[config.mk]
export PLATFORM = sky130hd
export DESIGN_NAME = trail_collision_scheduler_flat
export DESIGN_NICKNAME = d
export VERILOG_FILES = /design/src/rtl/trail_collision_scheduler_if.sv /design/src/rtl/trail_collision_scheduler.sv /design/src/flat_wrapper.sv
export SDC_FILE = /design/constraint.sdc
export NUM_CORES = 1
export LEC_CHECK = 0
export CAP_MARGIN = 20
export CORE_MARGIN = 3
export CORE_UTILIZATION = 41
export DETAILED_ROUTE_END_ITERATION = 6
export GPL_TIMING_DRIVEN = 0
export PLACE_DENSITY = 0.65
export SYNTH_ARGS = -nofsm -noshare
export SYNTH_HDL_FRONTEND = slang
export SYNTH_SLANG_ARGS = --single-unit
[constraint.sdc]
create_clock -name clk -period 50.5 [get_ports clk]
set_input_delay 15.15 -clock clk [delete_from_list [all_inputs] [get_ports clk]]
set_output_delay 15.15 -clock clk [all_outputs]
set_load 0.02 [all_outputs]
[src/rtl/trail_collision_scheduler_if.sv]
// Request/result bundle between the game controller and the trail collision
// scheduler: scan control, pig box, packed trail cells, and scan results.
interface trail_collision_scheduler_if #(
    parameter int TRAIL_POINTS = 16,
    parameter int BIT_WIDTH    = 5,
    parameter int COORD_W      = 10,
    parameter int IDX_W        = 4
);
    logic                              abort;
    logic                              scan_req;
    logic [COORD_W-1:0]                pigX;
    logic [COORD_W-1:0]                pigY;
    logic [COORD_W-1:0]                pigX_end;
    logic [COORD_W-1:0]                pigY_end;
    logic [TRAIL_POINTS*BIT_WIDTH-1:0] trailX;
    logic [TRAIL_POINTS*BIT_WIDTH-1:0] trailY;
    logic                              scan_busy;
    logic                              scan_done;
    logic                              hit;
    logic [IDX_W-1:0]                  hit_index;

    modport master (
        output abort, scan_req, pigX, pigY, pigX_end, pigY_end, trailX, trailY,
        input  scan_busy, scan_done, hit, hit_index
    );

    modport slave (
        input  abort, scan_req, pigX, pigY, pigX_end, pigY_end, trailX, trailY,
        output scan_busy, scan_done, hit, hit_index
    );
endinterface

[src/rtl/trail_collision_scheduler.sv]
// Walks one shared rectangle-overlap comparator across a snapshot of the trail
// cells, one cell per cycle, and reports the lowest overlapping cell.
module trail_collision_scheduler #(
    parameter int TRAIL_POINTS = 16,
    parameter int BIT_WIDTH    = 5,
    parameter int TRAIL_WIDTH  = 20,
    parameter int EMPTY_CODE   = 31,
    parameter int COORD_W      = 10,
    parameter int IDX_W        = 4
) (
    input  logic                         clk,
    input  logic                         RST,
    trail_collision_scheduler_if.slave   bus
);
    localparam int VEC_W = TRAIL_POINTS * BIT_WIDTH;
    localparam int CW    = COORD_W + 2;

    typedef enum logic {IDLE, SCAN} state_t;

    typedef struct packed {
        logic [COORD_W-1:0] pig_x;
        logic [COORD_W-1:0] pig_y;
        logic [COORD_W-1:0] pig_x_end;
        logic [COORD_W-1:0] pig_y_end;
        logic [VEC_W-1:0]   trail_x;
        logic [VEC_W-1:0]   trail_y;
    } snap_t;

    state_t           state_q, state_d;
    logic [IDX_W-1:0] idx_q, idx_d;
    logic             scan_done_q, scan_done_d;
    logic             hit_q, hit_d;
    logic [IDX_W-1:0] hit_index_q, hit_index_d;
    snap_t            snap_q, snap_d;

    logic [BIT_WIDTH-1:0] cell_x, cell_y;
    logic                 cell_hit, last_cell;

    // Strict bounds: a box edge that only touches a cell edge is not an overlap.
    function automatic logic axis_overlap(input logic [COORD_W-1:0]   p,
                                          input logic [COORD_W-1:0]   pe,
                                          input logic [BIT_WIDTH-1:0] c);
        logic [CW-1:0] lo, hi, pw, pew;
        lo  = CW'(TRAIL_WIDTH) * CW'(c);
        hi  = lo + CW'(TRAIL_WIDTH);
        pw  = CW'(p);
        pew = CW'(pe);
        return (pw > lo && pw < hi) || (pew > lo && pew < hi) || (pw <= lo && pew >= hi);
    endfunction

    assign cell_x    = snap_q.trail_x[BIT_WIDTH*idx_q +: BIT_WIDTH];
    assign cell_y    = snap_q.trail_y[BIT_WIDTH*idx_q +: BIT_WIDTH];
    assign last_cell = (idx_q == IDX_W'(TRAIL_POINTS - 1));
    assign cell_hit  = (cell_x != BIT_WIDTH'(EMPTY_CODE)) && (cell_y != BIT_WIDTH'(EMPTY_CODE)) &&
                       axis_overlap(snap_q.pig_x, snap_q.pig_x_end, cell_x) &&
                       axis_overlap(snap_q.pig_y, snap_q.pig_y_end, cell_y);

    // NOTE: every signal gets a default before the case so no path leaves one
    // unassigned, which would otherwise infer a latch.
    always_comb begin
        state_d     = state_q;
        idx_d       = idx_q;
        snap_d      = snap_q;
        scan_done_d = 1'b0;
        hit_d       = hit_q;
        hit_index_d = hit_index_q;
        case (state_q)
            IDLE: begin
                if (!bus.abort && bus.scan_req) begin
                    snap_d.pig_x     = bus.pigX;
                    snap_d.pig_y     = bus.pigY;
                    snap_d.pig_x_end = bus.pigX_end;
                    snap_d.pig_y_end = bus.pigY_end;
                    snap_d.trail_x   = bus.trailX;
                    snap_d.trail_y   = bus.trailY;
                    idx_d            = '0;
                    state_d          = SCAN;
                end
            end
            SCAN: begin
                if (bus.abort) begin
                    state_d = IDLE;
                end else if (cell_hit || last_cell) begin
                    scan_done_d = 1'b1;
                    hit_d       = cell_hit;
                    hit_index_d = cell_hit ? idx_q : '0;
                    state_d     = IDLE;
                end else begin
                    idx_d = idx_q + 1'b1;
                end
            end
            default: state_d = IDLE;
        endcase
    end

    // NOTE: sequential state uses non-blocking assignments so every flop
    // samples the pre-edge values regardless of statement order.
    always_ff @(posedge clk) begin
        if (!RST) begin
            state_q     <= IDLE;
            idx_q       <= '0;
            scan_done_q <= 1'b0;
            hit_q       <= 1'b0;
            hit_index_q <= '0;
        end else begin
            state_q     <= state_d;
            idx_q       <= idx_d;
            scan_done_q <= scan_done_d;
            hit_q       <= hit_d;
            hit_index_q <= hit_index_d;
        end
    end

    // NOTE: the snapshot is pure data, only read after it has been loaded on
    // entry to SCAN, so it carries no reset.
    always_ff @(posedge clk) begin
        snap_q <= snap_d;
    end

    assign bus.scan_busy = (state_q == SCAN);
    assign bus.scan_done = scan_done_q;
    assign bus.hit       = hit_q;
    assign bus.hit_index = hit_index_q;
endmodule

[src/flat_wrapper.sv]
// flat-port wrapper written by rule: the top's interface ports become plain ports
module trail_collision_scheduler_flat 
#(
    parameter int TRAIL_POINTS = 16,
    parameter int BIT_WIDTH    = 5,
    parameter int TRAIL_WIDTH  = 20,
    parameter int EMPTY_CODE   = 31,
    parameter int COORD_W      = 10,
    parameter int IDX_W        = 4
)
  (clk, RST, bus_abort, bus_scan_req, bus_pigX, bus_pigY, bus_pigX_end, bus_pigY_end, bus_trailX, bus_trailY, bus_scan_busy, bus_scan_done, bus_hit, bus_hit_index);
  trail_collision_scheduler_if #(.TRAIL_POINTS(TRAIL_POINTS), .BIT_WIDTH(BIT_WIDTH), .COORD_W(COORD_W), .IDX_W(IDX_W)) bus_i ();
  input  logic clk;
  input  logic RST;
  input wire logic [$bits(bus_i.abort)-1:0] bus_abort;
  input wire logic [$bits(bus_i.scan_req)-1:0] bus_scan_req;
  input wire logic [$bits(bus_i.pigX)-1:0] bus_pigX;
  input wire logic [$bits(bus_i.pigY)-1:0] bus_pigY;
  input wire logic [$bits(bus_i.pigX_end)-1:0] bus_pigX_end;
  input wire logic [$bits(bus_i.pigY_end)-1:0] bus_pigY_end;
  input wire logic [$bits(bus_i.trailX)-1:0] bus_trailX;
  input wire logic [$bits(bus_i.trailY)-1:0] bus_trailY;
  output wire logic [$bits(bus_i.scan_busy)-1:0] bus_scan_busy;
  output wire logic [$bits(bus_i.scan_done)-1:0] bus_scan_done;
  output wire logic [$bits(bus_i.hit)-1:0] bus_hit;
  output wire logic [$bits(bus_i.hit_index)-1:0] bus_hit_index;
  assign bus_i.abort = bus_abort;
  assign bus_i.scan_req = bus_scan_req;
  assign bus_i.pigX = bus_pigX;
  assign bus_i.pigY = bus_pigY;
  assign bus_i.pigX_end = bus_pigX_end;
  assign bus_i.pigY_end = bus_pigY_end;
  assign bus_i.trailX = bus_trailX;
  assign bus_i.trailY = bus_trailY;
  assign bus_scan_busy = bus_i.scan_busy;
  assign bus_scan_done = bus_i.scan_done;
  assign bus_hit = bus_i.hit;
  assign bus_hit_index = bus_i.hit_index;
  trail_collision_scheduler #(.TRAIL_POINTS(TRAIL_POINTS), .BIT_WIDTH(BIT_WIDTH), .TRAIL_WIDTH(TRAIL_WIDTH), .EMPTY_CODE(EMPTY_CODE), .COORD_W(COORD_W), .IDX_W(IDX_W)) u_core (.clk(clk), .RST(RST), .bus(bus_i));
endmodule
==> results.txt <==
Crit Path Category: primary input to flop
Slew Limit Fails: 0
Post-layout nets: 1,113
Post CTS Setup Buffer Count: 0
Startpoint Class: primary input
post-synthesis compound-gate area fraction: 0.0609
worst-path fanout max: 14
post-synthesis instance total: 582
layout overhead on the synthesized area: 35.9%
Placeable Area: 22,900 sq um
Vias/cell: 5.16
Final HPWL DP: 17.2 mm
Leak: 4.69 nW
RD Place Congestion: 0.831
htree depth: 1
Clock Latency Late Sink: 0.52 ns
Reg power frac: 0.433
Syn Std Cell Area: 9700 sq um
Filler Cells Inserted: 1,806
Die W: 160 microns
Sw Pwr: 0.115 mW
Ys Warns: 0
TritonCTS Buffers: 24
vias in the first global route: 6,492
status: finished clean
initial antenna violation count: 0
Logic pwr share: 0.202
largest family of logic cells by synthesized area: multiplexers
CTS tree: built
final setup fails: 0
Internal Power: 0.357 mW
CTS max path bufs: 3
ANT cells: 0
Core Rows: 55
measured slew at the worst slew-check pin: 0.718 ns
RSZ-0062 raised after global routing: no
post-synthesis adder-cell area fraction: 0.104
Post-DRT Antenna Nets: 0
final worst path period need: 16.89 ns
cell area after placement: 12,400 sq um
post-synthesis net count: 861
post-CTS resize count: 0
post-layout util: 0.575
Pre-Repair DR Iteration Count: 5
largest cells by area after synthesis: edfxtp_1 (62%), mux4_2 (11%), ha_1 (9.4%)
Post-Layout Cell Count: 1,160
Yosys reg bits: 211
Critical Path Sink Type: flop
post-synth top area share: 0.619
share of cells above drive strength 1: 0.130
post-synthesis async set-or-reset flop share: 0
Total Wirelength: 21.8 mm
mux cell area share after synthesis: 0.109
Post-Synth Simple-Gate Area: 0.0555
clock network power share: 0.366
number of I/O pins: 211
post-synthesis xor/xnor area fraction: 0.0134
Final Skew: 0.00765 ns
largest net degree at the start of global routing: 16
Critical Path RT: 50.72 ns
Design Area, Final: 13,200 sq um
pwr dens: 35.9 nW/um^2
TNS Setup: 0 ns
Net Sw Frac: 0.244
Syn Area/Cell: 16.7 sq um
Final period util: 0.334
peak supply drop: 23.5 uV
unique cell type count in the Yosys netlist: 53
Initial Utilization: 0.423
total track usage: 0.169
first-pass GRT wire length: 34.2 mm
Reg clk slew, reported paths: 0.06 ns
Max-Cap Viols: 0
hold crit path type: flop to flop
gr ovfl total: 0
CTS sink cnt: 211
drt wl/cell: 18.8 microns
EDFF count, synth: 200
Final Hold Fails: 0
Synth area leader: edfxtp_1
Slew headroom: 0.521
CTS root buffer: clkbuf_16
sequential fraction of the synthesis area: 0.642
Arr. time, crit path: 17.11 ns
Via Count: 5,981
top_reg_cell synth: edfxtp_1
Port Buffers: 209
drt drc: 0
Die Area: 25,500 sq um
Cells after DPL: 1,121
f_max: 59.2 MHz
CTS Hold Bufs: 0
1st-iter DRT viols: 252
Die Span Y: 160 microns
-- worst max-delay path, cell delays in order --
cell	delay [ns]
clkdlybuf4s50_1	0.48
nor3b_2	0.50
buf_8	0.23
buf_6	0.19
buf_6	0.19
buf_8	0.17
buf_6	0.18
-- power by group through the flow --
stage	registers [mW]	logic, mW	clock network, mW
after CTS	0.205	0.0965	0.178
after floorplan	0.212	0.0604	0
after global routing	0.205	0.108	0.185
final	0.205	0.0952	0.173
after global placement	0.214	0.0914	0
after detailed placement	0.208	0.0959	0
-- flip-flops by register name, summed over array words and instances, names as in the netlist --
name	flops
u_core.bus.hit_index	4
u_core.snap_q	200
u_core.idx_q	4
u_core.bus.scan_done	1
u_core.bus.scan_busy	1
u_core.bus.hit	1
-- layer usage --
metal  global-route usage  routed length [microns]  share of wire
met1                0.222                     9310           0.43
met2                0.284                    10500           0.48
met3               0.0467                     1550          0.071
met4               0.0375                      454          0.021
met5                    0                        0              0
-- final timing paths --
check / start / end / cells after the start / slack [ns]
max reg2reg: u_core.idx_q[0] / u_core.idx_q[1] / 22 / 43.35
min reg2reg: u_core.bus.hit_index[3] / u_core.bus.hit_index[3] / 2 / 0.48
max: bus_abort / u_core.snap_q[128] / 7 / 33.61
min: u_core.bus.hit_index[3] / u_core.bus.hit_index[3] / 2 / 0.48
-- per-stage QoR --
step / setup WS [ns] / total power [mW] / hold WS, ns
detailed placement: 33.04 / 0.304 / 0.468
CTS: 33.60 / 0.479 / 0.478
finish: 33.61 / 0.473 / 0.477
global route: 33.46 / 0.497 / 0.490
global placement: 12.93 / 0.305 / 0.460
floorplan: 19.14 / 0.272 / 0.534
-- layout make-up --
type	count	area (sq um)	area share
Clock buffer	27	612	0.0464
Sequential cell	211	6230	0.472
Clock inverter	12	176	0.0134
Buffer	16	72.6	0.00551
Tap cell	313	392	0.0297
Multi-Input combinational cell	334	3330	0.253
Inverter	21	78.8	0.00598
Timing Repair Buffer	226	2290	0.174
-- cells in the final DEF (no fill, tap or decap), types with 7 or more instances in the layout --
cell type / synthesis / layout
clkdlybuf4s50_1: 0 / 209
edfxtp_1: 200 / 200
ha_1: 73 / 73
mux4_2: 46 / 46
a21oi_1: 27 / 27
clkbuf_16: 0 / 24
nand2_1: 23 / 23
o21ai_0: 22 / 22
inv_1: 21 / 21
nor2_1: 15 / 15
nor2b_1: 14 / 14
buf_6: 0 / 14
a21o_1: 13 / 13
nand3_1: 12 / 12
dfxtp_1: 11 / 11
nand4_1: 9 / 9
clkbuf_1: 5 / 8
buf_2: 7 / 7
xor2_1: 7 / 7
clkinv_1: 0 / 7
-- cells by family after synthesis --
kind of cell,after synthesis
AO/OA/AOI/OAI,92
XOR/XNOR,14
adder cells (fa/ha/maj),80
buffers and inverters,37
flip-flops,211
multiplexers,48
AND/OR/NAND/NOR,100
-- cells in the mapped netlist (9+ instances only) --
cell	count
mux4_2	46
dfxtp_1	11
nand3_1	12
inv_1	21
a21oi_1	27
nand2_1	23
ha_1	73
edfxtp_1	200
a21o_1	13
nor2_1	15
o21ai_0	22
nand4_1	9
nor2b_1	14
(Power assumes the default switching activity.)
